`src/rtl/ex_muldiv_unit.sv`:
```
// rtl/ex_muldiv_unit.sv - iterative RV32M/RV64M multiply/divide execute unit
// Ports:
//   clk, rst (sync, active-high), flush_i
//   start_i, funct3_i, reg1_i, reg2_i, wd_i, wreg_i : instruction held in EX
//   stallreq_o, busy_o : pipeline hold / unit occupied
//   done_o, wdata_o, wd_o, wreg_o : one-cycle write-back result
module ex_muldiv_unit #(
  parameter int XLEN  = 32,
  parameter int CNT_W = $clog2(XLEN) + 1
) (
  input  logic            clk,
  input  logic            rst,
  input  logic            flush_i,
  input  logic            start_i,
  input  logic [2:0]      funct3_i,
  input  logic [XLEN-1:0] reg1_i,
  input  logic [XLEN-1:0] reg2_i,
  input  logic [4:0]      wd_i,
  input  logic            wreg_i,
  output logic            stallreq_o,
  output logic            busy_o,
  output logic            done_o,
  output logic [XLEN-1:0] wdata_o,
  output logic [4:0]      wd_o,
  output logic            wreg_o
);

  typedef enum logic [1:0] {S_IDLE, S_BUSY, S_DONE} state_t;

  localparam logic [CNT_W-1:0] CNT_LOAD = CNT_W'(XLEN);
  localparam logic [XLEN-1:0]  INT_MIN  = {1'b1, {(XLEN-1){1'b0}}};

  state_t              state_q, state_d;
  logic [2:0]          funct3_q;
  logic                neg_q;
  logic                wreg_q;
  logic [XLEN-1:0]     opb_q;
  logic [2*XLEN-1:0]   acc_q;
  logic [CNT_W-1:0]    cnt_q;

  // Operand decode for the instruction presented in IDLE.
  logic            is_div, rs1_signed, rs2_signed, sa, sb, neg_i;
  logic            div_zero, div_ovf, fast;
  logic [XLEN-1:0] a_abs, b_abs, fast_res;
  logic            accept;

  assign is_div     = funct3_i[2];
  assign rs1_signed = is_div ? ~funct3_i[0] : (funct3_i[1:0] != 2'b11);
  assign rs2_signed = is_div ? ~funct3_i[0] : ~funct3_i[1];
  assign sa         = rs1_signed & reg1_i[XLEN-1];
  assign sb         = rs2_signed & reg2_i[XLEN-1];
  // Remainder follows the dividend; everything else is sign-xor (unsigned
  // operands contribute 0, which covers MULHSU and the unsigned variants).
  assign neg_i      = (is_div & funct3_i[1]) ? sa : (sa ^ sb);
  assign a_abs      = sa ? -reg1_i : reg1_i;
  assign b_abs      = sb ? -reg2_i : reg2_i;
  assign div_zero   = is_div && (reg2_i == '0);
  assign div_ovf    = is_div && !funct3_i[0] && (reg1_i == INT_MIN) && (reg2_i == '1);
  assign fast       = div_zero || div_ovf;
  assign accept     = (state_q == S_IDLE) && start_i && !flush_i;

  always_comb begin
    fast_res = '0;
    if (div_zero)
      fast_res = funct3_i[1] ? reg1_i : '1;
    else if (div_ovf)
      fast_res = funct3_i[1] ? '0 : reg1_i;
  end

  // One iteration step. The accumulator holds {product_hi, multiplier} for
  // multiply and {remainder, dividend/quotient} for divide, so both share
  // the same initial load {0, |rs1|}.
  logic [XLEN:0]       mul_sum, rem_sh, div_diff;
  logic [2*XLEN-1:0]   acc_next, prod_fix;
  logic [XLEN-1:0]     div_sel, div_fix, final_res;

  always_comb begin
    mul_sum  = {1'b0, acc_q[2*XLEN-1:XLEN]} + (acc_q[0] ? {1'b0, opb_q} : '0);
    rem_sh   = {acc_q[2*XLEN-1:XLEN], acc_q[XLEN-1]};
    div_diff = rem_sh - {1'b0, opb_q};
    if (funct3_q[2])
      acc_next = div_diff[XLEN] ? {rem_sh[XLEN-1:0], acc_q[XLEN-2:0], 1'b0}
                                : {div_diff[XLEN-1:0], acc_q[XLEN-2:0], 1'b1};
    else
      acc_next = {mul_sum, acc_q[XLEN-1:1]};
    // Negate the full double-width product so the high half is correct.
    prod_fix = neg_q ? -acc_next : acc_next;
    div_sel  = funct3_q[1] ? acc_next[2*XLEN-1:XLEN] : acc_next[XLEN-1:0];
    div_fix  = neg_q ? -div_sel : div_sel;
    if (funct3_q[2])
      final_res = div_fix;
    else if (funct3_q[1:0] == 2'b00)
      final_res = prod_fix[XLEN-1:0];
    else
      final_res = prod_fix[2*XLEN-1:XLEN];
  end

  always_ff @(posedge clk) begin
    if (rst) state_q <= S_IDLE;
    else     state_q <= state_d;
  end

  always_comb begin
    state_d    = state_q;
    stallreq_o = 1'b0;
    done_o     = 1'b0;
    wreg_o     = 1'b0;
    busy_o     = (state_q != S_IDLE);
    case (state_q)
      S_IDLE: begin
        stallreq_o = start_i & ~flush_i;
        if (accept) state_d = fast ? S_DONE : S_BUSY;
      end
      S_BUSY: begin
        stallreq_o = 1'b1;
        if (flush_i)                    state_d = S_IDLE;
        else if (cnt_q == CNT_W'(1))    state_d = S_DONE;
      end
      S_DONE: begin
        // start_i here is the same instruction still sitting in EX.
        done_o  = ~flush_i;
        wreg_o  = wreg_q & ~flush_i;
        state_d = S_IDLE;
      end
      default: state_d = S_IDLE;
    endcase
  end

  always_ff @(posedge clk) begin
    if (rst) begin
      funct3_q <= '0;
      neg_q    <= 1'b0;
      wreg_q   <= 1'b0;
      opb_q    <= '0;
      acc_q    <= '0;
      cnt_q    <= '0;
      wdata_o  <= '0;
      wd_o     <= '0;
    end else if (accept) begin
      funct3_q <= funct3_i;
      neg_q    <= neg_i;
      wreg_q   <= wreg_i;
      wd_o     <= wd_i;
      opb_q    <= b_abs;
      acc_q    <= {{XLEN{1'b0}}, a_abs};
      cnt_q    <= CNT_LOAD;
      if (fast) wdata_o <= fast_res;
    end else if (state_q == S_BUSY && !flush_i) begin
      acc_q <= acc_next;
      cnt_q <= cnt_q - CNT_W'(1);
      if (cnt_q == CNT_W'(1)) wdata_o <= final_res;
    end
  end

endmodule

```
`config.mk`:
```
export PLATFORM = sky130hd
export DESIGN_NAME = ex_muldiv_unit
export DESIGN_NICKNAME = d
export VERILOG_FILES = /design/src/rtl/ex_muldiv_unit.sv
export SDC_FILE = /design/constraint.sdc
export NUM_CORES = 1
export LEC_CHECK = 0
export ABC_AREA = 1
export CELL_PAD_IN_SITES_DETAIL_PLACEMENT = 1
export CELL_PAD_IN_SITES_GLOBAL_PLACEMENT = 2
export CORE_ASPECT_RATIO = 0.5
export CORE_UTILIZATION = 31
export DETAILED_ROUTE_END_ITERATION = 8
export PLACE_DENSITY_LB_ADDON = 0.1
export SLEW_MARGIN = 30
export SYNTH_ARGS = -nofsm -noshare
export SYNTH_HDL_FRONTEND = slang
export SYNTH_SLANG_ARGS = --single-unit
export TNS_END_PERCENT = 50
```
`constraint.sdc`:
```
create_clock -name clk -period 7.3 [get_ports clk]
set_input_delay 1.095 -clock clk [delete_from_list [all_inputs] [get_ports clk]]
set_output_delay 1.095 -clock clk [all_outputs]
set_load 0.005 [all_outputs]
```
==> run metrics, run 1 <==
final clock period utilization by the worst path=77.2%; count leader, synth=nand2_1; total buffers and inverters traversed by the critical path=4; Pwr Density=175 nW/um2; die area=59000 um2; proportion of register bits with asynchronous set or reset after synthesis=0%; top cells by count, synth=nand2_1, inv_1, nor2_1, nand3_1, a21oi_1; category of cells accounting for the largest share of critical-path delay=simple AND/OR/NAND/NOR gates; post-synthesis instance area=18000 um2; maximum clock frequency=178 MHz; layout overhead on the synthesized area=13.5%; share of the synthesized area in the top cell type=19.4%; vias post-DR=22.5k; Die Width=342 um; count of hold buffers inserted by post-cts repair=0; unrepaired setup endpoints after global routing=no; proportion of total power due to net switching=48.1%; Worst Max-Slew Pin Slew=1060 ps; cell seen most often among critical-path stages=nand2_1; type of the tightest min-delay check=reg -> reg; Clock Power Share=28.6%; Slowest Stage Delay on Critical Path=420 ps; DIE HEIGHT=172 um; Critical Path Fanout Max=30; footprint of the multi-input gates=12700 um2; Worst Slack Setup Final=1670 ps; number of design rule violations left after detail routing=0; register cell area after layout=2930 um2; proportion of power drawn by combinational gates=46.9%; total negative slack for setup checks=0 ps; status=finished, final reports clean; CP required=7730 ps; layout cell share with drive strength beyond 1=5.98%; post-DP HPWL=78900 um; final weighted congestion of routability-driven global placement=0.960; Top-Level Pins=118; crit path DAT=6060 ps; Post-CTS Setup Inserts=0; cts bufs inserted=17; FILL cells=7733; non-filler instance count after layout=4100; antenna-violating nets left=0; Yosys top cell by area=nand2_1; number of enable flip-flop cells after synthesis=0; maximum buffer depth of the clock tree=2; clk slew on worst S/H paths=70 ps; Top Metal Used=met5; first-iteration detailed-routing DRC count=2138; internal power=1850 uW; worst hold margin=476 ps; max-slew violations=0; met1 wire length=49100 um; starting density of the core=31.9%; first-pass GRT wire length=144000 um; Most used DFF post-synth=dfxtp_1; slowest library cell on the worst path=fa_1; average vias per placed instance=5.49; dominant cells by area after synthesis=nand2_1, dfxtp_1, inv_1, nand3_1, a21oi_1; hold violation total from the final report=0; CTS tree=yes; Core Area=56400 um2; root cell of the clock tree=clkbuf_16; synthesized netlist cell count=3288; sequential area share after synthesis=16.3%; final net count=3481; Clock Sink Count=146; source-to-sink clock delay at the later pin of the worst-skew pair=500 ps; sum of met3 wire segment lengths after detailed routing=7250 um; number of diodes added for antenna fixing=0; site row count=61; leakage component of the power=0.0101 uW; Clock Skew=16.6 ps; number of storage elements in the synthesis netlist=146; net switching power figure=1720 uW; worst slack at placement=1710 ps; startpoint type of the worst setup path=register; CTS-repair resized insts=0; total routing usage reported by global routing=33.4%; number of antenna violations at the first check in global routing=3; portion of total power attributed to sequential cells=24.5%; type of the worst setup path=reg -> reg; detailed-router iteration count before antenna repair=5; total nets after synthesis=3438; Critical Path End Type=register; via count of the first global-routing pass=21.9k; count of input and output buffers=117; yosys synthesis warning count=0; final count of negative-setup-slack endpoints=0; number of levels the H-tree was split into=4; largest net degree at the start of global routing=74; Max Cap Violations=0; Slew Limit Headroom=29.2%; synth unique cells=60; worst supply voltage drop on vdd=188 uV; detailed-routed wire length on met2=39200 um; total wirelength of the detailed-routed design=98300 um; Mean Syn Cell Area=5.46 um2; leftover overflow at the end of global routing=0; fin crit period=5630 ps; routed wire length per instance=24.0 um; cell count after placement=4068
kinds of logic after synthesis:
kind of cell             Yosys count  synth area share, %
buffers and inverters            599                 13.0
XOR/XNOR                          73                 3.56
flip-flops                       146                 16.3
adder cells (fa/ha/maj)           73                 5.17
AND/OR/NAND/NOR                 1763                 42.6
AO/OA/AOI/OAI                    634                 19.4
state kept, by name, indices dropped and copies added, names as in the netlist:
register and cells:
wreg_q 1, cnt_q 6, state_q 2, wd_o 5, wdata_o 32, neg_q 1
acc_q 64, funct3_q 3, opb_q 32
area by class of cell:
class,instances,share of cell area [%]
clock buffers,18,2.15
clock inverters,14,0.865
inverters,476,8.76
multi-input cells,2543,62.4
flip-flops and latches,146,14.4
well taps,756,4.64
repair buffers,147,6.82
layout by cell type, fill, tap and decap left out, drive strengths merged, types with 24 or more instances in the layout:
cell type	netlist	routed
nand3	301	301
inv	473	477
nor3	51	51
clkdlybuf4s50	0	116
nand2	967	967
or2	24	24
dfxtp	146	146
nand4	42	42
ha	71	71
a21oi	261	261
nand3b	25	25
nor2	325	325
xor2	51	51
o21ai	274	274
buf	42	31
metrics by stage:
step                      area [um2]  total power (uW)  util, %
after floorplan                18000              1950        -
after global placement         19800              2510     35.1
after detailed placement       19800              2530     35.1
after CTS                      20400              3550     36.2
after global routing           20400              3770     36.2
final                          20400              3570     36.2
power by group through the flow:
stage / logic [uW] / registers, uW / clock network [uW]
after CTS: 1640 / 874 / 1030
final: 1670 / 876 / 1020
after global routing: 1820 / 879 / 1070
after detailed placement: 1630 / 892 / 0
after floorplan: 1080 / 868 / 0
after global placement: 1620 / 892 / 0
final timing paths:
check,start,end,slack (ps),cells past startpoint
min,wdata_o[15],wdata_o[15],480,2
max reg2reg,acc_q[31],wdata_o[26],1670,36
max,acc_q[31],wdata_o[26],1670,36
min reg2reg,wdata_o[15],wdata_o[15],480,2
worst register-to-register path: cells and delay by family (launching register included):
family | cells | cell delay, ps
AND/OR/NAND/NOR | 27 | 3640
adder cells (fa/ha/maj) | 3 | 750
buffers and inverters | 4 | 500
flip-flops | 1 | 330
AO/OA/AOI/OAI | 2 | 330
layer usage:
layer / up-vias / GRT usage [%]
li1: 10700 / -
met1: 10900 / 48.1
met2: 710 / 49.0
met3: 104 / 7.01
met4: 2 / 10.5
met5: - / 0
No activity file was read; power rests on OpenSTA's default activity.
==> inputs of run 2 (changes only) <==
CORE_UTILIZATION = 28   (was 31)
clock period = 4.6 ns   (was 7.3 ns; I/O delays follow)
==> run 2 against run 1 <==
  * Critical path depth fell by 11
  * Maximum frequency up 30%
  * Die area increased by 11%
  * Sequential share of layout area decreased by 0.77 points
  * Count of clock-buffer cells in the layout decreased by 1
  * Worst setup slack worse by 1400 ps
  * Critical endpoint is now wdata_o[15]
  * Highest routed layer is now met4
==> run metrics, run 2 (same netlist as run 1, synthesis figures left out) <==
status=finished, final reports clean; Core Area=63200 um2; final clock period utilization by the worst path=93.9%; vias post-DR=23.0k; Worst Min Path Start=wdata_o[9]; leakage component of the power=0.0107 uW; Pwr Density=264 nW/um2; cell seen most often among critical-path stages=nand2_1; Die Width=360 um; Largest regs=acc_q (64), opb_q (32), wdata_o (32); Clock Sink Count=146; detailed-router iteration count before antenna repair=5; category of cells accounting for the largest share of critical-path delay=simple AND/OR/NAND/NOR gates; average vias per placed instance=5.33; number of levels the H-tree was split into=4; cts bufs inserted=17; final weighted congestion of routability-driven global placement=0.941; starting density of the core=28.4%; clk slew on worst S/H paths=80 ps; via count of the first global-routing pass=22.4k; total buffers and inverters traversed by the critical path=3; count of cells along the worst register-to-register path=25; Slowest Stage Delay on Critical Path=520 ps; site row count=65; fin crit period=4320 ps; slowest library cell on the worst path=o21ai_0; Clock Skew=24.3 ps; Most flops, register=acc_q; layout cell share with drive strength beyond 1=10.1%; count of hold buffers inserted by post-cts repair=0; first-iteration detailed-routing DRC count=1934; number of design rule violations left after detail routing=0; maximum buffer depth of the clock tree=2; final count of negative-setup-slack endpoints=0; crit path DAT=4750 ps; source-to-sink clock delay at the later pin of the worst-skew pair=490 ps; commonest cells after routing, fill and taps aside=nand2_1, inv_1, nor2_1, nand3_1; Max Cap Violations=0; final net count=3610; Critical Path Fanout Max=15; layout overhead on the synthesized area=20.1%; Worst Max-Slew Pin Slew=960 ps; total wirelength of the detailed-routed design=102000 um; slack of the worst reg-to-reg path=280 ps; hold violation total from the final report=0; CTS tree=yes; maximum clock frequency=231 MHz; Hold Path Depth=2; type of the worst setup path=reg -> reg; most common cell after layout, fill and taps aside=nand2_1; first-pass GRT wire length=150000 um; post-DP HPWL=83700 um; startpoint type of the worst setup path=register; type of the tightest min-delay check=reg -> reg; Final Util=34.2%; die area=65300 um2; CP required=5030 ps; Slew Limit Headroom=36.0%; number of flip-flops under the largest register name=64; worst hold margin=474 ps; number of antenna violations at the first check in global routing=2; max-slew violations=0; count of input and output buffers=117; cell count after placement=4273; worst supply voltage drop on vdd=291 uV; unrepaired setup endpoints after global routing=yes; leftover overflow at the end of global routing=0; largest net degree at the start of global routing=74; endpoint of the worst register-to-register path=wdata_o[15]; Critical Path End Type=register; total routing usage reported by global routing=31.0%; R2R Path Start=acc_q[0]; non-filler instance count after layout=4313; root cell of the clock tree=clkbuf_16; Top-Level Pins=118; end point of the worst hold path=wdata_o[9]; DIE HEIGHT=181 um; antenna-violating nets left=0; routed wire length per instance=23.6 um
-- run 2: cell count changes in the layout (fill, tap and decap cells not counted), moves of 4 or more --
cell / previous run / this run
a21oi_2: 6 / 13
nand3_1: 292 / 287
nand2_1: 929 / 925
a21oi_1: 254 / 247
buf_4: 30 / 157
-- run 2: area by class of cell --
cell class                 instances  area [um2]
sequential                       146        2930
multi-input combinational       2543       12900
clock buffer                      17         425
inverter                         476        1790
tap                              837        1050
fill                            8559       41600
antenna                            3        7.51
timing repair buffer             276        2380
clock inverter                    15         125
-- run 2: where the power goes --
part	internal (uW)	total, uW	leakage [uW]	switching [uW]
combinational	889	2880	0.00923	1990
sequential	1320	1370	0.00119	51.0
clock	709	1460	0.000278	752
total	2920	5710	0.0107	2790
-- run 2: routing by layer --
layer	track usage (%)	vias up	wire length [um]	share of wire (%)
li1	-	11000	-	-
met1	46.5	11300	51500	51
met2	47.1	642	42800	42
met3	3.72	65	5860	5.8
met4	5.85	0	1540	1.5
met5	0	-	0	0
-- run 2: worst min-delay path: stages, from the launching register on --
cell and delay [ps]:
dfxtp_1 310, nand2_1 60, a21oi_1 60
-- run 2: worst max path at each step --
stage | depth (start not counted) | slack (ps) | to | from
final | 25 | 280 | wdata_o[15] | acc_q[0]
after global routing | 34 | -50 | wdata_o[4] | acc_q[31]
after CTS | 36 | 10 | wdata_o[16] | acc_q[31]
after detailed placement | 20 | -50 | wdata_o[1] | reg1_i[0]
after global placement | 20 | 20 | wdata_o[1] | reg1_i[0]
after floorplan | 34 | 760 | wdata_o[28] | acc_q[31]
-- run 2: per-stage QoR --
stage	total power, uW	setup WS [ps]	cell area [um2]	setup TNS, ps
final	5710	279	21600	0
after global routing	6040	-52.1	21600	-125
after CTS	5660	11.9	21400	0
after detailed placement	4180	-50.2	20800	-130
after global placement	4160	18.6	20800	0
after floorplan	3090	760	18000	0
-- run 2: repair_timing --
action | in CTS | in global routing
hold endpoints to repair | 0 | 0
setup buffers | 0 | 5
setup endpoints to repair | 1 | 28
cloned | 0 | 0
pin swaps | 0 | 7
gates resized for setup | 1 | 35
==> inputs of run 3 (changes only) <==
ABC_AREA = unset   (was 1)
CELL_PAD_IN_SITES_DETAIL_PLACEMENT = unset   (was 1)
CELL_PAD_IN_SITES_GLOBAL_PLACEMENT = unset   (was 2)
CORE_UTILIZATION = 31   (was 28)
PLACE_DENSITY = 0.6   (was unset)
PLACE_DENSITY_LB_ADDON = unset   (was 0.1)
==> run 3 against run 2 <==
  * The run now ends with setup timing left
  * Combinational power fell by 13%
  * Register-to-register slack got worse by 370 ps
  * Count of clock-buffer cells in the layout did not move
  * Clock skew fell by 2.5 ps
  * Critical path depth fell by 4
  * Die area fell by 14%
  * Sequential share of layout area fell by 0.86 points
  * Synthesized cell count fell by 25%
  * Via count fell by 6.4%
  * Power fell by 5.8%
  * Critical endpoint is now wdata_o[31]
  * Largest cell class unchanged
  * Largest power group unchanged
  * Highest routed layer unchanged
==> run metrics, run 3 <==
status=finished, violations left; failing checks=setup timing; Die Width=334 um; site row count=60; crit path DAT=5100 ps; Clock Sink Count=146; final net count=3045; type of the worst setup path=reg -> reg; total buffers and inverters traversed by the critical path=6; total routing usage reported by global routing=29.4%; Slew Limit Headroom=35.1%; root cell of the clock tree=clkbuf_16; detailed-router iteration count before antenna repair=5; Final Total Pwr=5380 uW; type of the tightest min-delay check=reg -> reg; first-iteration detailed-routing DRC count=2642; Mean Syn Cell Area=6.92 um2; number of storage elements in the synthesis netlist=146; count of hold buffers inserted by post-cts repair=0; largest net degree at the start of global routing=91; Largest regs=acc_q (64), opb_q (32), wdata_o (32); worst slack at placement=-267 ps; Pwr Density=233 nW/um2; dominant cells by area after synthesis=dfxtp_1, a21oi_1, nor2_1, nand2_1, ha_1; DIE HEIGHT=168 um; final weighted congestion of routability-driven global placement=1.00; commonest cells after routing, fill and taps aside=buf_4, nor2_1, nand2_1, a21oi_1, o21ai_0; leakage component of the power=0.00909 uW; Yosys top cell by area=dfxtp_1; Most used DFF post-synth=dfxtp_1; most common cell after layout, fill and taps aside=buf_4; post-DP HPWL=66200 um; via count of the first global-routing pass=19.5k; sequential area share after synthesis=17.1%; Core Area=54100 um2; Top-Level Pins=118; starting density of the core=31.5%; source-to-sink clock delay at the later pin of the worst-skew pair=480 ps; slowest library cell on the worst path=fa_2; Worst Max-Slew Pin Slew=971 ps; yosys synthesis warning count=0; share of the synthesized area in the top cell type=17.1%; post-synthesis instance area=17000 um2; Worst Slack Setup Final=-94.2 ps; maximum buffer depth of the clock tree=2; proportion of register bits with asynchronous set or reset after synthesis=0%; Slowest Stage Delay on Critical Path=380 ps; fin crit period=4690 ps; number of flip-flops under the largest register name=64; placed instance area=21800 um2; CP required=5010 ps; clk slew on worst S/H paths=70 ps; Most flops, register=acc_q; worst hold margin=456 ps; routed wire length per instance=23.3 um; number of antenna violations at the first check in global routing=0; average vias per placed instance=5.94; Max Cap Violations=0; cell count after placement=3560; Critical Path End Type=register; total wirelength of the detailed-routed design=84400 um; synthesized netlist cell count=2463; count of input and output buffers=117; number of levels the H-tree was split into=4; FILL cells=5608; synth unique cells=106; die area=56000 um2; worst supply voltage drop on vdd=298 uV; startpoint type of the worst setup path=register; count leader, synth=nor2_1; final clock period utilization by the worst path=102%; Finished Cell Area=23100 um2; hold violation total from the final report=0; vias post-DR=21.5k; final count of negative-setup-slack endpoints=11; series of cell instances along the critical path=inv_2 -> ha_4 -> inv_2 -> fa_2 -> a211oi_4 -> nor3_2 -> o21a_2 -> o211ai_4 -> buf_6 -> a21oi_2 -> buf_6 -> nor2_2 -> buf_4 -> buf_4 -> mux2i_1 -> o21ai_0 -> a2111oi_2 -> nand4_1 -> and4_1 -> a2111oi_2 -> a32o_1; layout cell share with drive strength beyond 1=22.9%; Clock Skew=21.8 ps; antenna-violating nets left=0; CTS tree=yes; non-filler instance count after layout=3622; total nets after synthesis=2613; number of design rule violations left after detail routing=0; layout overhead on the synthesized area=35.6%; top cells by count, synth=nor2_1, nand2_1, a21oi_1, o21ai_0, dfxtp_1; maximum clock frequency=213 MHz; Critical Path Fanout Max=10; number of enable flip-flop cells after synthesis=0; first-pass GRT wire length=125000 um; unrepaired setup endpoints after global routing=yes; cts bufs inserted=17; category of cells accounting for the largest share of critical-path delay=compound AO/OA/AOI/OAI gates; leftover overflow at the end of global routing=0; max-slew violations=0
## run 3: routing by layer
layer	vias up	track usage [%]	part of all wire, %
li1	9950	-	-
met2	1210	41.4	40
met1	10200	44.4	47
met5	-	0	0
met3	119	5.94	11
met4	0	8.01	2.7
## run 3: path summary, 6_finish.rpt
| kind | slack [ps] | cells past startpoint | to | start |
|---|---|---|---|---|
| hold / removal | 460 | 2 | wreg_q | wreg_q |
| hold reg to reg | 460 | 2 | wreg_q | wreg_q |
| setup / recovery | -90 | 21 | wdata_o[31] | acc_q[31] |
| setup reg to reg | -90 | 21 | wdata_o[31] | acc_q[31] |
## run 3: through the flow
stage                     utilization [%]  setup TNS [ps]
after floorplan                         -               0
after global placement               40.3           -2470
after detailed placement             40.3           -2490
after CTS                            41.9            -169
after global routing                 42.8           -3600
final                                42.8            -343
## run 3: layout make-up
cell class / count / area, um2 / share of cell area, %
diodes: 1 / 2.50 / 0.0108
repair buffers: 578 / 4730 / 20.5
inverters: 84 / 315 / 1.36
multi-input cells: 2068 / 13700 / 59.1
clock buffers: 17 / 425 / 1.84
well taps: 713 / 892 / 3.86
clock inverters: 15 / 153 / 0.660
flip-flops and latches: 146 / 2940 / 12.7
## run 3: power by group
group / switching, uW / internal, uW / total, uW
Combinational: 1470 / 1030 / 2500
Sequential: 74.6 / 1320 / 1390
Clock: 757 / 728 / 1490
## run 3: repair_timing
action                     in CTS  in global routing
setup endpoints to repair      22                 26
resized for setup              43                 82
setup buffers                  11                 18
gates cloned                    1                  0
pin swaps                      39                 51
## run 3: cells by family after synthesis
logic type,Yosys count,synth area share (%)
xor gates and xnor gates,162,8.32
adders and majority gates,74,5.50
and+or+nand+nor,923,26.2
buffers and inverters,249,5.94
AOI/OAI and AO/OA,849,33.2
muxes,60,3.67
DFF,146,17.1
## run 3: tightest hold or removal path: stages (launching register included)
cell,delay [ps]
dfxtp_1,310
nand2_1,50
a21oi_1,50
